==> config.mk <==
export PLATFORM = sky130hd
export DESIGN_NAME = decode_stage
export DESIGN_NICKNAME = d
export VERILOG_FILES = /design/src/rtl/decode_stage.sv
export SDC_FILE = /design/constraint.sdc
export NUM_CORES = 1
export LEC_CHECK = 0
export ABC_AREA = 1
export BUFFER_PORTS_ARGS = -buffer_cell sky130_fd_sc_hd__buf_4
export CAP_MARGIN = 10
export CORE_ASPECT_RATIO = 2
export CORE_MARGIN = 1
export CORE_UTILIZATION = 50
export DETAILED_ROUTE_END_ITERATION = 8
export PLACE_DENSITY_LB_ADDON = 0.3
export SKIP_CTS_REPAIR_TIMING = 1
export SLEW_MARGIN = 5
export SYNTH_ARGS = -nofsm -noshare
export SYNTH_HDL_FRONTEND = slang
export SYNTH_SLANG_ARGS = --single-unit
export TNS_END_PERCENT = 30
==> constraint.sdc <==
create_clock -name sysclk -period 2 [get_ports sysclk]
set_input_delay 0.2 -clock sysclk [delete_from_list [all_inputs] [get_ports sysclk]]
set_output_delay 0.2 -clock sysclk [all_outputs]
set_load 0.03 [all_outputs]
==> src/rtl/decode_stage.sv <==
// rtl/decode_stage.sv - instruction decode stage with ID/EX register and load-use bubble insertion
module decode_stage #(
    parameter int OPW  = 3,
    parameter int RW   = 3,
    parameter int IMMW = 8,
    parameter int CNTW = 8
) (
    input  logic            sysclk,
    input  logic            reset,
    input  logic            in_valid,
    output logic            in_ready,
    input  logic [OPW-1:0]  in_op,
    input  logic [RW-1:0]   in_rd,
    input  logic [RW-1:0]   in_rs1,
    input  logic [RW-1:0]   in_rs2,
    input  logic [IMMW-1:0] in_imm,
    input  logic            flush,
    input  logic            out_ready,
    output logic            out_valid,
    output logic            out_regwrite,
    output logic            out_alusrc,
    output logic            out_memw,
    output logic            out_reg2mem,
    output logic [1:0]      out_aluop,
    output logic [RW-1:0]   out_rd,
    output logic [RW-1:0]   out_rs1,
    output logic [RW-1:0]   out_rs2,
    output logic [IMMW-1:0] out_imm,
    output logic            out_illegal,
    output logic [CNTW-1:0] stall_count
);
    localparam logic [2:0] OP_ADD = 3'd0, OP_ADDI = 3'd1, OP_SW = 3'd2, OP_LW = 3'd3,
                           OP_SLL = 3'd4, OP_SUB = 3'd5, OP_SRL = 3'd6;

    logic            valid_q, valid_d, regwrite_q, regwrite_d, alusrc_q, alusrc_d;
    logic            memw_q, memw_d, reg2mem_q, reg2mem_d, illegal_q, illegal_d;
    logic [1:0]      aluop_q, aluop_d;
    logic [RW-1:0]   rd_q, rd_d, rs1_q, rs1_d, rs2_q, rs2_d;
    logic [IMMW-1:0] imm_q, imm_d;
    logic [CNTW-1:0] stall_q, stall_d;

    logic       dec_illegal, dec_regwrite, dec_alusrc, dec_memw, dec_reg2mem;
    logic       rs1_used, rs2_used, hazard;
    logic [1:0] dec_aluop;

    always_comb begin
        dec_illegal  = (in_op > OPW'(7));
        dec_regwrite = 1'b0;
        dec_alusrc   = 1'b0;
        dec_memw     = 1'b0;
        dec_reg2mem  = 1'b0;
        dec_aluop    = 2'b00;
        rs1_used     = 1'b0;
        rs2_used     = 1'b0;
        if (!dec_illegal) begin
            rs1_used = 1'b1;
            case (in_op[2:0])
                OP_ADD:  begin dec_regwrite = 1'b1; rs2_used = 1'b1; end
                OP_ADDI: begin dec_regwrite = 1'b1; dec_alusrc = 1'b1; end
                OP_SW:   begin dec_alusrc = 1'b1; dec_memw = 1'b1; rs2_used = 1'b1; end
                OP_LW:   begin dec_regwrite = 1'b1; dec_alusrc = 1'b1; dec_reg2mem = 1'b1; end
                OP_SLL:  begin dec_regwrite = 1'b1; dec_aluop = 2'b01; rs2_used = 1'b1; end
                OP_SUB:  begin dec_regwrite = 1'b1; dec_aluop = 2'b10; rs2_used = 1'b1; end
                OP_SRL:  begin dec_regwrite = 1'b1; dec_aluop = 2'b11; rs2_used = 1'b1; end
                default: rs1_used = 1'b0;
            endcase
        end
    end

    // Register counts as empty while reset is asserted, so no hazard can block acceptance.
    assign hazard = !reset && valid_q && reg2mem_q && in_valid && (rd_q != '0) &&
                    ((rs1_used && rd_q == in_rs1) || (rs2_used && rd_q == in_rs2));
    assign in_ready = flush || (out_ready && !hazard);

    always_comb begin
        valid_d    = valid_q;
        regwrite_d = regwrite_q;
        alusrc_d   = alusrc_q;
        memw_d     = memw_q;
        reg2mem_d  = reg2mem_q;
        aluop_d    = aluop_q;
        illegal_d  = illegal_q;
        rd_d       = rd_q;
        rs1_d      = rs1_q;
        rs2_d      = rs2_q;
        imm_d      = imm_q;
        stall_d    = stall_q;
        if (reset || flush || (out_ready && (hazard || !in_valid))) begin
            valid_d    = 1'b0;
            regwrite_d = 1'b0;
            alusrc_d   = 1'b0;
            memw_d     = 1'b0;
            reg2mem_d  = 1'b0;
            aluop_d    = 2'b00;
            illegal_d  = 1'b0;
        end
        if (reset) begin
            rd_d    = '0;
            rs1_d   = '0;
            rs2_d   = '0;
            imm_d   = '0;
            stall_d = '0;
        end else if (!flush && out_ready) begin
            if (hazard) begin
                if (stall_q != '1)
                    stall_d = stall_q + 1'b1;
            end else if (in_valid) begin
                valid_d    = 1'b1;
                regwrite_d = dec_regwrite;
                alusrc_d   = dec_alusrc;
                memw_d     = dec_memw;
                reg2mem_d  = dec_reg2mem;
                aluop_d    = dec_aluop;
                illegal_d  = dec_illegal;
                rd_d       = in_rd;
                rs1_d      = in_rs1;
                rs2_d      = in_rs2;
                imm_d      = in_imm;
            end
        end
    end

    always_ff @(posedge sysclk) begin
        valid_q    <= valid_d;
        regwrite_q <= regwrite_d;
        alusrc_q   <= alusrc_d;
        memw_q     <= memw_d;
        reg2mem_q  <= reg2mem_d;
        aluop_q    <= aluop_d;
        illegal_q  <= illegal_d;
        rd_q       <= rd_d;
        rs1_q      <= rs1_d;
        rs2_q      <= rs2_d;
        imm_q      <= imm_d;
        stall_q    <= stall_d;
    end

    assign out_valid    = valid_q;
    assign out_regwrite = regwrite_q;
    assign out_alusrc   = alusrc_q;
    assign out_memw     = memw_q;
    assign out_reg2mem  = reg2mem_q;
    assign out_aluop    = aluop_q;
    assign out_illegal  = illegal_q;
    assign out_rd       = rd_q;
    assign out_rs1      = rs1_q;
    assign out_rs2      = rs2_q;
    assign out_imm      = imm_q;
    assign stall_count  = stall_q;
endmodule

**After elaboration in Yosys (flattened, before gate mapping)**

Cells that the tools add are included.

- ROM bits: 0
- Output and inout bits: 34
- Logic and storage cells: 100
- Bits of input ports: 25
- Memories: 0
- Bits in latches: 0
- Bits in registers: 33
- RAM bits: 0

- Muxes and demuxes: 49
- Reduce and logical (&&, ||, !) cells: 27
- Add/subtract/negate cells: 1
- Shift operators: 0
- Eq/ne operators: 9
- Magnitude comparators: 1
- Divide/modulo/power cells: 0
- Bitwise gates (word level): 1
- Multiply operators: 0

Operators with widths:

| cell | count |
|---|---|
| $mux 1 | 42 |
| $mux 2 | 6 |
| $logic_and 1x1->1 | 10 |
| $eq 3x3->1 const B | 3 |
| $add 8x1->8 const B | 1 |
| $ne 8x8->1 const B | 1 |
| $reduce_or 7->1 | 1 |
| $eq 3x2->1 const B | 2 |
| $eq 3x3->1 | 2 |
| $pmux 2 s3 | 1 |
| $reduce_and 3->1 | 2 |
| $reduce_or 6->1 | 1 |
| $logic_or 1x1->1 | 5 |
| $reduce_or 5->1 | 1 |
| $logic_not 1->1 | 4 |
| $eq 3x1->1 const B | 1 |
| $gt 3x3->1 const B | 1 |
| $logic_not 3->1 | 1 |
| $reduce_bool 3->1 | 1 |
| $reduce_or 3->1 | 1 |
| $not 1->1 | 1 |

**Logic depth before layout (Yosys ltp)**

- Depth after elaboration: 15
- Mapped depth: 12
- Mapped depth without buffers: 11

**Worst setup path before layout**

Ideal clock, no wire load.

- Path kind: reg2out
- Start: reg rd_q[1], in the netlist out_rd[1]
- End: out in_ready
- Stages on the path, launching flop included: 7
- Arrival: 1671 ps
- Setup slack: 129 ps
- Path buffers: 0
- Required time: 1800 ps
- Cell sequence: dfxtp_1 > inv_1 > nand2_1 > nand2_1 > nand3_2 > a21oi_2 > o21ai_0

- Cells in the longest elaborated chain, start to end: 7
- Elaborated cells on any way between the ends: 11
- Those cells by class: eq/ne (2); reduce/logical (9)

Ends and longest elaborated chain:

| item | RTL line | source |
|---|---|---|
| start: declaration | 38 | `logic [RW-1:0] rd_q, rd_d, rs1_q, rs1_d, rs2_q, rs2_d;` |
| start signal: assignment | 131 | `rd_q <= rd_d;` |
| $eq 3x3->1 | 72 | `((rs1_used && rd_q == in_rs1) \|\| (rs2_used && rd_q == in_rs2));` |
| $logic_and 1x1->1 | 72 |  |
| $logic_or 1x1->1 | 72 |  |
| $logic_and 1x1->1 * | 71 | `assign hazard = !reset && valid_q && reg2mem_q && in_valid && (rd_q != '0) &&` |
| $logic_not 1->1 * | 73 | `assign in_ready = flush \|\| (out_ready && !hazard);` |
| $logic_and 1x1->1 * | 73 |  |
| $logic_or 1x1->1 * | 73 |  |
| end: declaration | 11 | `output logic in_ready,` |

Mark *: on every way between the ends. The rest lies on a longest branch, timed or not.

**Worst setup path in the final report**

- Start: reg rd_q[0], in the netlist out_rd[0]
- End: out in_ready

Same word-level chain as after synthesis.

==> run_results.csv <==
group,metric,value,unit
timing,fin_ws,215,ps
timing,worstMarginPinSlew,523,ps
die,die_h,83.9,µm
synth,synth_top_family_by_area,"simple AND/OR/NAND/NOR gates",
timing,slew_headroom,0.651,
final_layout,layout_commonest_cell,"buf_4",
pwr,clock_power_share,0.373,
pwr,power.switching,389,µW
place,placed_cells,319,
synth,synth_compound_area_frac,0.113,
setup_path,r2r_slack,390,ps
setup_path,worstPathArrival,1590,ps
synth,syn_area,1680,µm²
die,std_cell_rows,29,
drt,routed_wl,3800,µm
setup_path,cp_top_family,"flip-flops",
min_path,hp-class,"in2reg",
final_layout,area_growth,31.6,%
setup_path,cp-startpoint,"out_rd[0]$_SDFFE_PP0P_",
setup_path,slowest_delay,410,ps
pwr,share_comb_of_total_power,0.156,
synth,synthXorXnorAreaFrac,0.0105,
drt,remaining_drc_errors,0,
setup_path,worstRegToRegCells,10,
outcome,status,"finished clean",
cts,clk_latency,280,ps
synth,postSynthCellCount,235,
die,initial_core_util,0.525,
final_layout,n_antenna_cell,0,
pwr,swShare,0.264,
setup_path,critical_path_class,"reg2out",
final_layout,nets,321,
timing,rsz0062_at_grt,"false",
setup_path,r2r-start,"out_rd[1]$_SDFFE_PP0P_",
flow_run,maxCapViolCount,0,
cts,cts_tree,"built",
timing,final.min_clock_period,1790,ps
die,die_w,42.9,µm
setup_path,end_kind,"output pin",
place,place_congestion,0.871,
pwr,p_int,1.08,mW
final_layout,layout.cells.non_filler,327,
synth,synth.area.mux_share,0,
cts,clock-sinks,33,
drt,drt-initial-drc-count,32,
pwr,power-per-cell-area,667,nW/µm²
cts,clk_pin_slew_worst_paths,70,ps
drt,drtPass1Iterations,4,
die,die-area,3600,µm²
synth,synth_area_per_cell,7.13,µm²
timing,setup_tns,0,ps
timing,finalHoldViolCount,0,
timing,fin_skew,2.57,ps
setup_path,path_cells,"inv_2 -> nand2_1 -> nand2_1 -> nor2_2 -> nand2_2 -> a21oi_4 -> o21ai_0 -> buf_4",
drt,final_antenna_net_count,0,
drt,vias,1667,
setup_path,cp_num_buf_inv,2,
drt,via_per_inst,5.10,
timing,maxSlewViolCount,0,
setup_path,cp-start-kind,"flip-flop",
pwr,pwr-share-seq,0.471,
cts,cts_buffers,5,
pwr,power_leakage,1.04,nW
final_layout,final_cell_mix,"buf_4, nand2_1, nor2_1",
pwr,ir_drop,0.000837,V
place,dp_hpwl,2860,µm
synth,yosysWarnings,0,
die,core_area,3190,µm²
global_routing,grt.overflow.total,0,
global_routing,grt_start_max_net_pins,21,
drt,wl_per_cell,11.6,µm
timing,clock.fmax,560,MHz
setup_path,cp_common_cell,"nand2_1",
final_layout,utilization,0.690,
setup_path,cp-endpoint,"in_ready",
global_routing,gr-usage-all-layers,0.223,
setup_path,cpMaxStageDelayCell,"dfxtp_1",
die,pin_count,59,
synth,synth_seq_cells,33,
cts,cts_buffer_depth,2,
final_layout,drive_gt1_frac,0.338,
synth,yosys.area_share.simple,0.374,
synth,seq_area_frac_synth,0.394,
global_routing,grt_pass1_wl,6290,µm
timing,finalSetupViolCount,0,
setup_path,required,1800,ps
synth,synth_nets,261,
synth,synthAdderAreaFrac,0.00747,
setup_path,cp.depth,8,
cts,htree_num_levels,2,
cts,root_buffer,"clkbuf_8",
synth,ys_types,28,
global_routing,grt_pass1_vias,1496,
setup_path,cp_max_fo,7,
global_routing,antenna_found_initial,0,
place,portBuffers,58,
timing,fin_crit_sh,0.893,
setup_path,r2r-end,"out_aluop[1]$_DFF_P_",
place,dp_slack,415,ps
-- power groups by stage --
stage / Clock, mW / Sequential [mW] / Combinational, mW
CTS: 0.561 / 0.693 / 0.231
finish: 0.548 / 0.693 / 0.230
detailed placement: 0 / 0.707 / 0.230
global route: 0.589 / 0.695 / 0.252
global placement: 0 / 0.707 / 0.229
floorplan: 0 / 0.746 / 0.105
-- metrics by stage --
stage	cell area, µm²	hold WS [ps]	total power, mW
6_report	2200	144	1.47
5_1_grt	2200	158	1.54
4_1_cts	2200	143	1.49
3_5_place_dp	2100	427	0.938
3_3_place_gp	2100	417	0.936
2_1_floorplan	1680	269	0.851
-- sequential cells by signal (all words and copies together) (netlist names), 2 cells and up --
signal and cells:
out_rs1 3, out_rs2 3, stall_count 8, out_rd 3, out_imm 8, out_aluop 2
-- layer usage --
| metal | wire length [µm] | up-vias | track usage |
|---|---|---|---|
| li1 | - | 873 | - |
| met1 | 1470 | 739 | 0.239 |
| met2 | 2100 | 44 | 0.398 |
| met3 | 126 | 11 | 0.0455 |
| met4 | 95 | 0 | 0.102 |
| met5 | 0 | - | 0 |
-- worst min-delay path by stage --
stage	startpoint	to	slack, ps	depth (start not counted)
floorplan	reset	stall_count[1]$_SDFFE_PP0P_	270	1
global route	in_rd[0]	out_rd[0]$_SDFFE_PP0P_	160	3
global placement	out_illegal$_DFF_P_	out_illegal$_DFF_P_	420	2
CTS	in_rd[0]	out_rd[0]$_SDFFE_PP0P_	140	3
detailed placement	out_illegal$_DFF_P_	out_illegal$_DFF_P_	430	2
finish	in_rd[0]	out_rd[0]$_SDFFE_PP0P_	140	3
-- kinds of logic (layout without fill, tap and decap cells) --
logic type      after synthesis  count (layout)
compound gates               35              35
xor+xnor                      2               2
fa+ha+maj                     1               1
buf+inv                      35              96
flops                        33              33
simple gates                129             129
-- cell usage after synthesis --
library cell	count	area share
a21oi_1	12	0.036
a21oi_2	3	0.016
buf_12	1	0.012
buf_6	1	0.0067
buf_8	1	0.0090
clkbuf_1	2	0.0045
dfxtp_1	33	0.39
ha_1	1	0.0075
inv_1	24	0.054
inv_2	5	0.011
inv_4	1	0.0037
nand2_1	48	0.11
nand2_2	3	0.011
nand2_4	2	0.013
nand2_8	1	0.012
nand3_1	4	0.012
nand3_2	1	0.0060
nand3b_1	1	0.0045
nand4_1	14	0.052
nor2_1	34	0.076
nor2_2	17	0.063
nor2_4	1	0.0067
nor3_1	3	0.0090
o21ai_0	9	0.027
o21ai_1	10	0.030
o21bai_1	1	0.0045
xnor2_1	1	0.0052
xor2_1	1	0.0052
-- tightest hold or removal path, delay by kind of cell --
family	cells	cell delay, ps
buffers and inverters	1	70
and+or+nand+nor	1	70
AOI/OAI and AO/OA	1	50
-- area by class of cell --
type	instances	area [µm²]
clock inverters	1	5.00
fillers	297	988
multi-input cells	167	853
well taps	31	38.8
clock buffers	7	96.3
flip-flops and latches	33	661
repair buffers	58	435
inverters	30	115
Note: power is estimated with default switching activity, not from simulation.
